File: config.mk
export PLATFORM = sky130hd
export DESIGN_NAME = fpmul_round_pack_flat
export DESIGN_NICKNAME = d
export VERILOG_FILES = /design/src/rtl/fpmul_round_pack_if.sv /design/src/rtl/fpmul_round_pack.sv /design/src/flat_wrapper.sv
export SDC_FILE = /design/constraint.sdc
export NUM_CORES = 1
export LEC_CHECK = 0
export CAP_MARGIN = 20
export CORE_ASPECT_RATIO = 1.75
export CORE_MARGIN = 5
export CORE_UTILIZATION = 30
export DETAILED_ROUTE_END_ITERATION = 12
export PLACE_DENSITY_LB_ADDON = 0.1
export SYNTH_ARGS = -nofsm -noshare
export SYNTH_HDL_FRONTEND = slang
export SYNTH_SLANG_ARGS = --single-unit
File: constraint.sdc
create_clock -name clk -period 5.2 [get_ports clk]
set_clock_uncertainty 0.15 [all_clocks]
set_input_delay 0.78 -clock clk [delete_from_list [all_inputs] [get_ports clk]]
set_output_delay 0.78 -clock clk [all_outputs]
set_load 0.1 [all_outputs]
File: src/rtl/fpmul_round_pack_if.sv
// Operand/product input handshake and packed-result output handshake of the FP32 multiply round/pack stage.
// The master side drives operands and out_ready; the slave side (the stage) answers with in_ready and results.
interface fpmul_round_pack_if;
  logic [31:0] a_i;
  logic [31:0] b_i;
  logic [47:0] prod_i;
  logic        in_valid;
  logic        in_ready;
  logic [31:0] result_o;
  logic [3:0]  flags_o;
  logic        out_valid;
  logic        out_ready;

  modport master (
    output a_i, b_i, prod_i, in_valid, out_ready,
    input  in_ready, result_o, flags_o, out_valid
  );

  modport slave (
    input  a_i, b_i, prod_i, in_valid, out_ready,
    output in_ready, result_o, flags_o, out_valid
  );
endinterface

File: src/rtl/fpmul_round_pack.sv
// FP32 multiply normalize/round/pack: 2 register stages, 1 result/cycle, stalls upstream when out_ready is low.
// FPMUL_RNE_EN selects round-to-nearest-even; left undefined the stage truncates toward zero.
module fpmul_round_pack #(
  parameter int BIAS = 127
) (
  input logic               clk,
  input logic               rst_n,
  fpmul_round_pack_if.slave bus
);

  typedef struct packed {
    logic        sign;
    logic        a_zero;
    logic        a_inf;
    logic        a_nan;
    logic        a_snan;
    logic        b_zero;
    logic        b_inf;
    logic        b_nan;
    logic        b_snan;
    logic [9:0]  es;
    logic [22:0] mant;
    logic        guard;
    logic        sticky;
  } meta_t;

  localparam logic [31:0] QNAN = 32'h7FC00000;

  meta_t       s1_q, s1_d, s1_new;
  logic        s1_valid_q, s1_valid_d;
  logic        s2_valid_q, s2_valid_d;
  logic [31:0] result_q, result_d;
  logic [3:0]  flags_q, flags_d;

  logic        s2_adv;
  logic        in_ready;
  logic        in_fire;

  logic [7:0]  ea, eb;
  logic [9:0]  es_sum;

  logic        rnd_up;
  logic [23:0] mant_inc;
  logic [9:0]  es_rnd;
  logic [31:0] res_new;
  logic [3:0]  flg_new;
  logic        any_nan, any_inf, any_zero;

  // Both stages share one advance condition: S2 can take new data whenever it is empty or draining.
  assign s2_adv   = !s2_valid_q || bus.out_ready;
  assign in_ready = !s1_valid_q || s2_adv;
  assign in_fire  = bus.in_valid && in_ready;

  assign ea = bus.a_i[30:23];
  assign eb = bus.b_i[30:23];

  always_comb begin
    s1_new        = '0;
    s1_new.sign   = bus.a_i[31] ^ bus.b_i[31];
    s1_new.a_zero = (ea == 8'h00);
    s1_new.a_inf  = (ea == 8'hFF) && (bus.a_i[22:0] == 23'd0);
    s1_new.a_nan  = (ea == 8'hFF) && (bus.a_i[22:0] != 23'd0);
    s1_new.a_snan = s1_new.a_nan && !bus.a_i[22];
    s1_new.b_zero = (eb == 8'h00);
    s1_new.b_inf  = (eb == 8'hFF) && (bus.b_i[22:0] == 23'd0);
    s1_new.b_nan  = (eb == 8'hFF) && (bus.b_i[22:0] != 23'd0);
    s1_new.b_snan = s1_new.b_nan && !bus.b_i[22];
    // Two's-complement wrap in 10 bits gives the signed biased sum directly.
    es_sum = {2'b00, ea} + {2'b00, eb} - 10'(BIAS);
    if (bus.prod_i[47]) begin
      s1_new.es     = es_sum + 10'd1;
      s1_new.mant   = bus.prod_i[46:24];
      s1_new.guard  = bus.prod_i[23];
      s1_new.sticky = |bus.prod_i[22:0];
    end else begin
      s1_new.es     = es_sum;
      s1_new.mant   = bus.prod_i[45:23];
      s1_new.guard  = bus.prod_i[22];
      s1_new.sticky = |bus.prod_i[21:0];
    end
  end

  always_comb begin
    s1_d       = s1_q;
    s1_valid_d = s1_valid_q;
    if (in_fire) begin
      s1_d       = s1_new;
      s1_valid_d = 1'b1;
    end else if (s2_adv) begin
      s1_valid_d = 1'b0;
    end
  end

`ifdef FPMUL_RNE_EN
  assign rnd_up = s1_q.guard && (s1_q.sticky || s1_q.mant[0]);
`else
  assign rnd_up = 1'b0;
`endif

  // A carry out of the 23-bit mantissa leaves the low bits zero and bumps the exponent.
  assign mant_inc = {1'b0, s1_q.mant} + {23'd0, rnd_up};
  assign es_rnd   = s1_q.es + {9'd0, mant_inc[23]};

  assign any_nan  = s1_q.a_nan  || s1_q.b_nan;
  assign any_inf  = s1_q.a_inf  || s1_q.b_inf;
  assign any_zero = s1_q.a_zero || s1_q.b_zero;

  always_comb begin
    res_new = '0;
    flg_new = '0;
    if (any_nan) begin
      res_new    = QNAN;
      flg_new[3] = s1_q.a_snan || s1_q.b_snan;
    end else if (any_inf && any_zero) begin
      res_new    = QNAN;
      flg_new[3] = 1'b1;
    end else if (any_inf) begin
      res_new = {s1_q.sign, 8'hFF, 23'd0};
    end else if (any_zero) begin
      res_new = {s1_q.sign, 31'd0};
    end else if ($signed(es_rnd) >= 10'sd255) begin
      res_new = {s1_q.sign, 8'hFF, 23'd0};
      flg_new = 4'b0101;
    end else if ($signed(es_rnd) <= 10'sd0) begin
      res_new = {s1_q.sign, 31'd0};
      flg_new = 4'b0011;
    end else begin
      res_new    = {s1_q.sign, es_rnd[7:0], mant_inc[22:0]};
      flg_new[0] = s1_q.guard || s1_q.sticky;
    end
  end

  always_comb begin
    result_d   = result_q;
    flags_d    = flags_q;
    s2_valid_d = s2_valid_q;
    if (s2_adv) begin
      s2_valid_d = s1_valid_q;
      if (s1_valid_q) begin
        result_d = res_new;
        flags_d  = flg_new;
      end
    end
  end

  always_ff @(posedge clk) begin
    if (!rst_n) begin
      s1_q       <= '0;
      s1_valid_q <= 1'b0;
      s2_valid_q <= 1'b0;
      result_q   <= '0;
      flags_q    <= '0;
    end else begin
      s1_q       <= s1_d;
      s1_valid_q <= s1_valid_d;
      s2_valid_q <= s2_valid_d;
      result_q   <= result_d;
      flags_q    <= flags_d;
    end
  end

  assign bus.in_ready  = in_ready;
  assign bus.out_valid = s2_valid_q;
  assign bus.result_o  = result_q;
  assign bus.flags_o   = flags_q;

endmodule

File: src/flat_wrapper.sv
// flat-port wrapper written by rule: the top's interface ports become plain ports
module fpmul_round_pack_flat 
#(
  parameter int BIAS = 127
)
  (clk, rst_n, bus_a_i, bus_b_i, bus_prod_i, bus_in_valid, bus_out_ready, bus_in_ready, bus_result_o, bus_flags_o, bus_out_valid);
  fpmul_round_pack_if bus_i ();
  input logic clk;
  input logic rst_n;
  input wire logic [$bits(bus_i.a_i)-1:0] bus_a_i;
  input wire logic [$bits(bus_i.b_i)-1:0] bus_b_i;
  input wire logic [$bits(bus_i.prod_i)-1:0] bus_prod_i;
  input wire logic [$bits(bus_i.in_valid)-1:0] bus_in_valid;
  input wire logic [$bits(bus_i.out_ready)-1:0] bus_out_ready;
  output wire logic [$bits(bus_i.in_ready)-1:0] bus_in_ready;
  output wire logic [$bits(bus_i.result_o)-1:0] bus_result_o;
  output wire logic [$bits(bus_i.flags_o)-1:0] bus_flags_o;
  output wire logic [$bits(bus_i.out_valid)-1:0] bus_out_valid;
  assign bus_i.a_i = bus_a_i;
  assign bus_i.b_i = bus_b_i;
  assign bus_i.prod_i = bus_prod_i;
  assign bus_i.in_valid = bus_in_valid;
  assign bus_i.out_ready = bus_out_ready;
  assign bus_in_ready = bus_i.in_ready;
  assign bus_result_o = bus_i.result_o;
  assign bus_flags_o = bus_i.flags_o;
  assign bus_out_valid = bus_i.out_valid;
  fpmul_round_pack #(.BIAS(BIAS)) u_core (.clk(clk), .rst_n(rst_n), .bus(bus_i));
endmodule
==> impl_metrics.json <==
{
  "power_mw": 1.79,
  "clock_path_buffers": 2,
  "synthCells": 471,
  "cts_hold_buf": 0,
  "gr-usage-met3_pct": 3.12,
  "rsz0062_at_grt": "false",
  "yosysWarnings": 0,
  "die_x_um": 97.7,
  "irDropWorstVdd_uv": 146,
  "hold_viol": 0,
  "cts_tree": "done",
  "htreeDepth": 3,
  "dieArea_um2": 16000,
  "grt_start_max_net_pins": 55,
  "p_per_area_nw_per_um2": 297,
  "cts_sinks": 82,
  "placed_cells": 775,
  "port_buffers": 153,
  "area_delta_synth_final_pct": 48.7,
  "first_global_vias": 4087,
  "maxCapViolCount": 0,
  "dp_slack_ps": 1060,
  "status": "complete, no violations",
  "fmax_mhz": 264,
  "hold_depth": 2,
  "hold_end": "u_core.bus.flags_o[3]",
  "dr.pass1.iters": 6,
  "hold_path.class": "flop to flop",
  "pwr-share-comb_pct": 27.2,
  "synth_top_family_by_area": "simple AND/OR/NAND/NOR gates",
  "viasPerCell": 5.02,
  "drc_errors": 0,
  "cp_max_fo": 4,
  "max-slew-margin-rel_pct": 31.4,
  "ys.flop_type": "dfxtp_1",
  "timing.final.ws_setup_ps": 1420,
  "arrival_ps": 3880,
  "critPathRequiredTime_ps": 5300,
  "antenna_found_initial": 0,
  "coreArea_um2": 13300,
  "cts_setup_buffers": 0,
  "clkTransAtPathRegs_ps": 60,
  "gp_congestion": 0.793,
  "pwr-share-clk_pct": 33.9,
  "ff2ff_path_depth": 9,
  "grt_use_total_pct": 16.1,
  "synthMuxAreaShare_pct": 6.44,
  "fin_crit_ps": 3780,
  "slew_viol_final": 0,
  "worst_pin_slew_ps": 1030,
  "root_buffer": "clkbuf_16",
  "critPathLaunch": "bus_b_i[23]",
  "grt-busiest-layer": "met2",
  "diodes": 0,
  "synth_nets": 599,
  "routedWlPerCell_um": 16.6,
  "startpoint_type": "primary input",
  "avgSynthCellArea_um2": 8.58,
  "final_cells": 791,
  "grt_pass1_wl_um": 20600,
  "synth_cell_types": 51,
  "drive_gt1_share_pct": 6.16,
  "p_sw_mw": 0.576,
  "via_count": 3970,
  "synth_edf_count": 0,
  "detail_route.iter0.violations": 91,
  "grt_overflow": 0,
  "power_frac_seq_pct": 38.9,
  "ys_seq_area_share_pct": 40.6,
  "report.final.setup_viol": 0,
  "cts_resized": 0,
  "die_y_um": 164,
  "final_common_cell": "clkdlybuf4s50_1",
  "layout.nets": 740,
  "final_core_util_pct": 45.1,
  "p_sw_share_pct": 32.3,
  "numCtsBuffers": 9,
  "start_util_pct": 30.3,
  "r2r-end": "u_core.bus.result_o[3]",
  "worstHoldStart": "u_core.bus.flags_o[3]",
  "tns_ps": 0,
  "synth_compound_area_share_pct": 20.6,
  "synth-seq-cells": 82,
  "grt_util_met1_pct": 15.3,
  "reg2reg_slack_ps": 2900,
  "postSynth.asyncResetShare_pct": 0,
  "r2r_start": "u_core.bus.out_valid",
  "intPower_mw": 1.21,
  "p_leak_nw": 2.20,
  "hpwl_um": 10400,
  "syn_area_um2": 4040,
  "cp-end-kind": "flop",
  "synthXorXnorAreaFrac_pct": 4.30,
  "seq_area_um2": 1640,
  "fill_cells": 1338,
  "grt_util_met2_pct": 33.2,
  "clock_latency_ps": 330,
  "rows": 56,
  "multiInputGateArea_um2": 2280,
  "drtAntennaViolNets": 0,
  "totalWireLength_um": 13200,
  "synth-simple-area-share_pct": 21.1,
  "critical_path_class": "primary input to flop",
  "yosys.area_share.adder_pct": 3.90,
  "final_cell_mix": "clkdlybuf4s50_1 (152), dfxtp_1 (82), nor2_1 (76)",
  "period_share_pct": 72.7,
  "pin_count": 154
}
==> final cells by class <==
class | instances | area share [%]
multi-input cells | 357 | 38.0
flip-flops and latches | 82 | 27.3
repair buffers | 158 | 26.0
clock buffers | 10 | 3.98
well taps | 174 | 3.62
clock inverters | 6 | 0.833
inverters | 4 | 0.250
==> routing by layer <==
| layer | vias up | share of wire (%) |
|---|---|---|
| met5 | - | 0 |
| met4 | 0 | 1.8 |
| met1 | 1846 | 35 |
| met2 | 89 | 59 |
| li1 | 2021 | - |
| met3 | 14 | 3.5 |
==> cell families after synthesis <==
logic type	Yosys count
muxes	26
DFF	82
buffers and inverters	32
AOI/OAI and AO/OA	123
and+or+nand+nor	179
adders and majority gates	12
xor gates and xnor gates	17
==> sequential cells by signal, indices dropped and copies added (netlist names) <==
| name | count |
|---|---|
| u_core.s1_valid_q | 1 |
| u_core.bus.flags_o | 4 |
| u_core.s1_q | 44 |
| u_core.bus.result_o | 32 |
| u_core.bus.out_valid | 1 |
==> Yosys cell counts, drive strengths merged (8+ instances only) <==
| master | instances | area, µm² |
|---|---|---|
| nand4 | 10 | 62.6 |
| xnor2 | 9 | 78.8 |
| nor3 | 12 | 60.1 |
| nor2 | 78 | 300 |
| nand3 | 8 | 40.0 |
| a21oi | 29 | 149 |
| ha | 11 | 138 |
| dfxtp | 82 | 1640 |
| clkbuf | 22 | 82.6 |
| mux2i | 26 | 260 |
| o21ai | 22 | 110 |
| nor4 | 24 | 156 |
| a211oi | 29 | 223 |
| nand2 | 31 | 116 |
| a22oi | 24 | 180 |
==> power by group through the flow <==
stage               Clock, mW  Sequential, mW  Combinational (mW)
CTS                     0.626           0.695               0.490
finish                  0.606           0.695               0.485
detailed placement          0           0.709               0.488
global placement            0           0.708               0.483
global route            0.654           0.700               0.524
floorplan                   0           0.798               0.217
==> critical path: stages <==
cell,delay [ps]
clkdlybuf4s50_1,450
ha_1,250
fa_1,510
ha_1,260
and2_1,180
or2_2,340
nor4_1,550
o31ai_2,180
xnor2_1,180
a211oi_2,200
==> stage by stage <==
stage / cell area (µm²) / hold WS (ps)
after global routing: 6010 / 330
after CTS: 6010 / 308
after global placement: 5720 / 293
final: 6010 / 308
after detailed placement: 5720 / 298
after floorplan: 4040 / 286
==> worst max-delay path by stage <==
stage	slack, ps	cells past startpoint	end
floorplan	1830	9	u_core.s1_q[32]
global route	1250	11	u_core.s1_q[29]
global placement	1070	10	u_core.s1_q[32]
finish	1420	10	u_core.s1_q[32]
detailed placement	1060	10	u_core.s1_q[32]
CTS	1410	10	u_core.s1_q[32]
No activity file was read; power rests on OpenSTA's default activity.
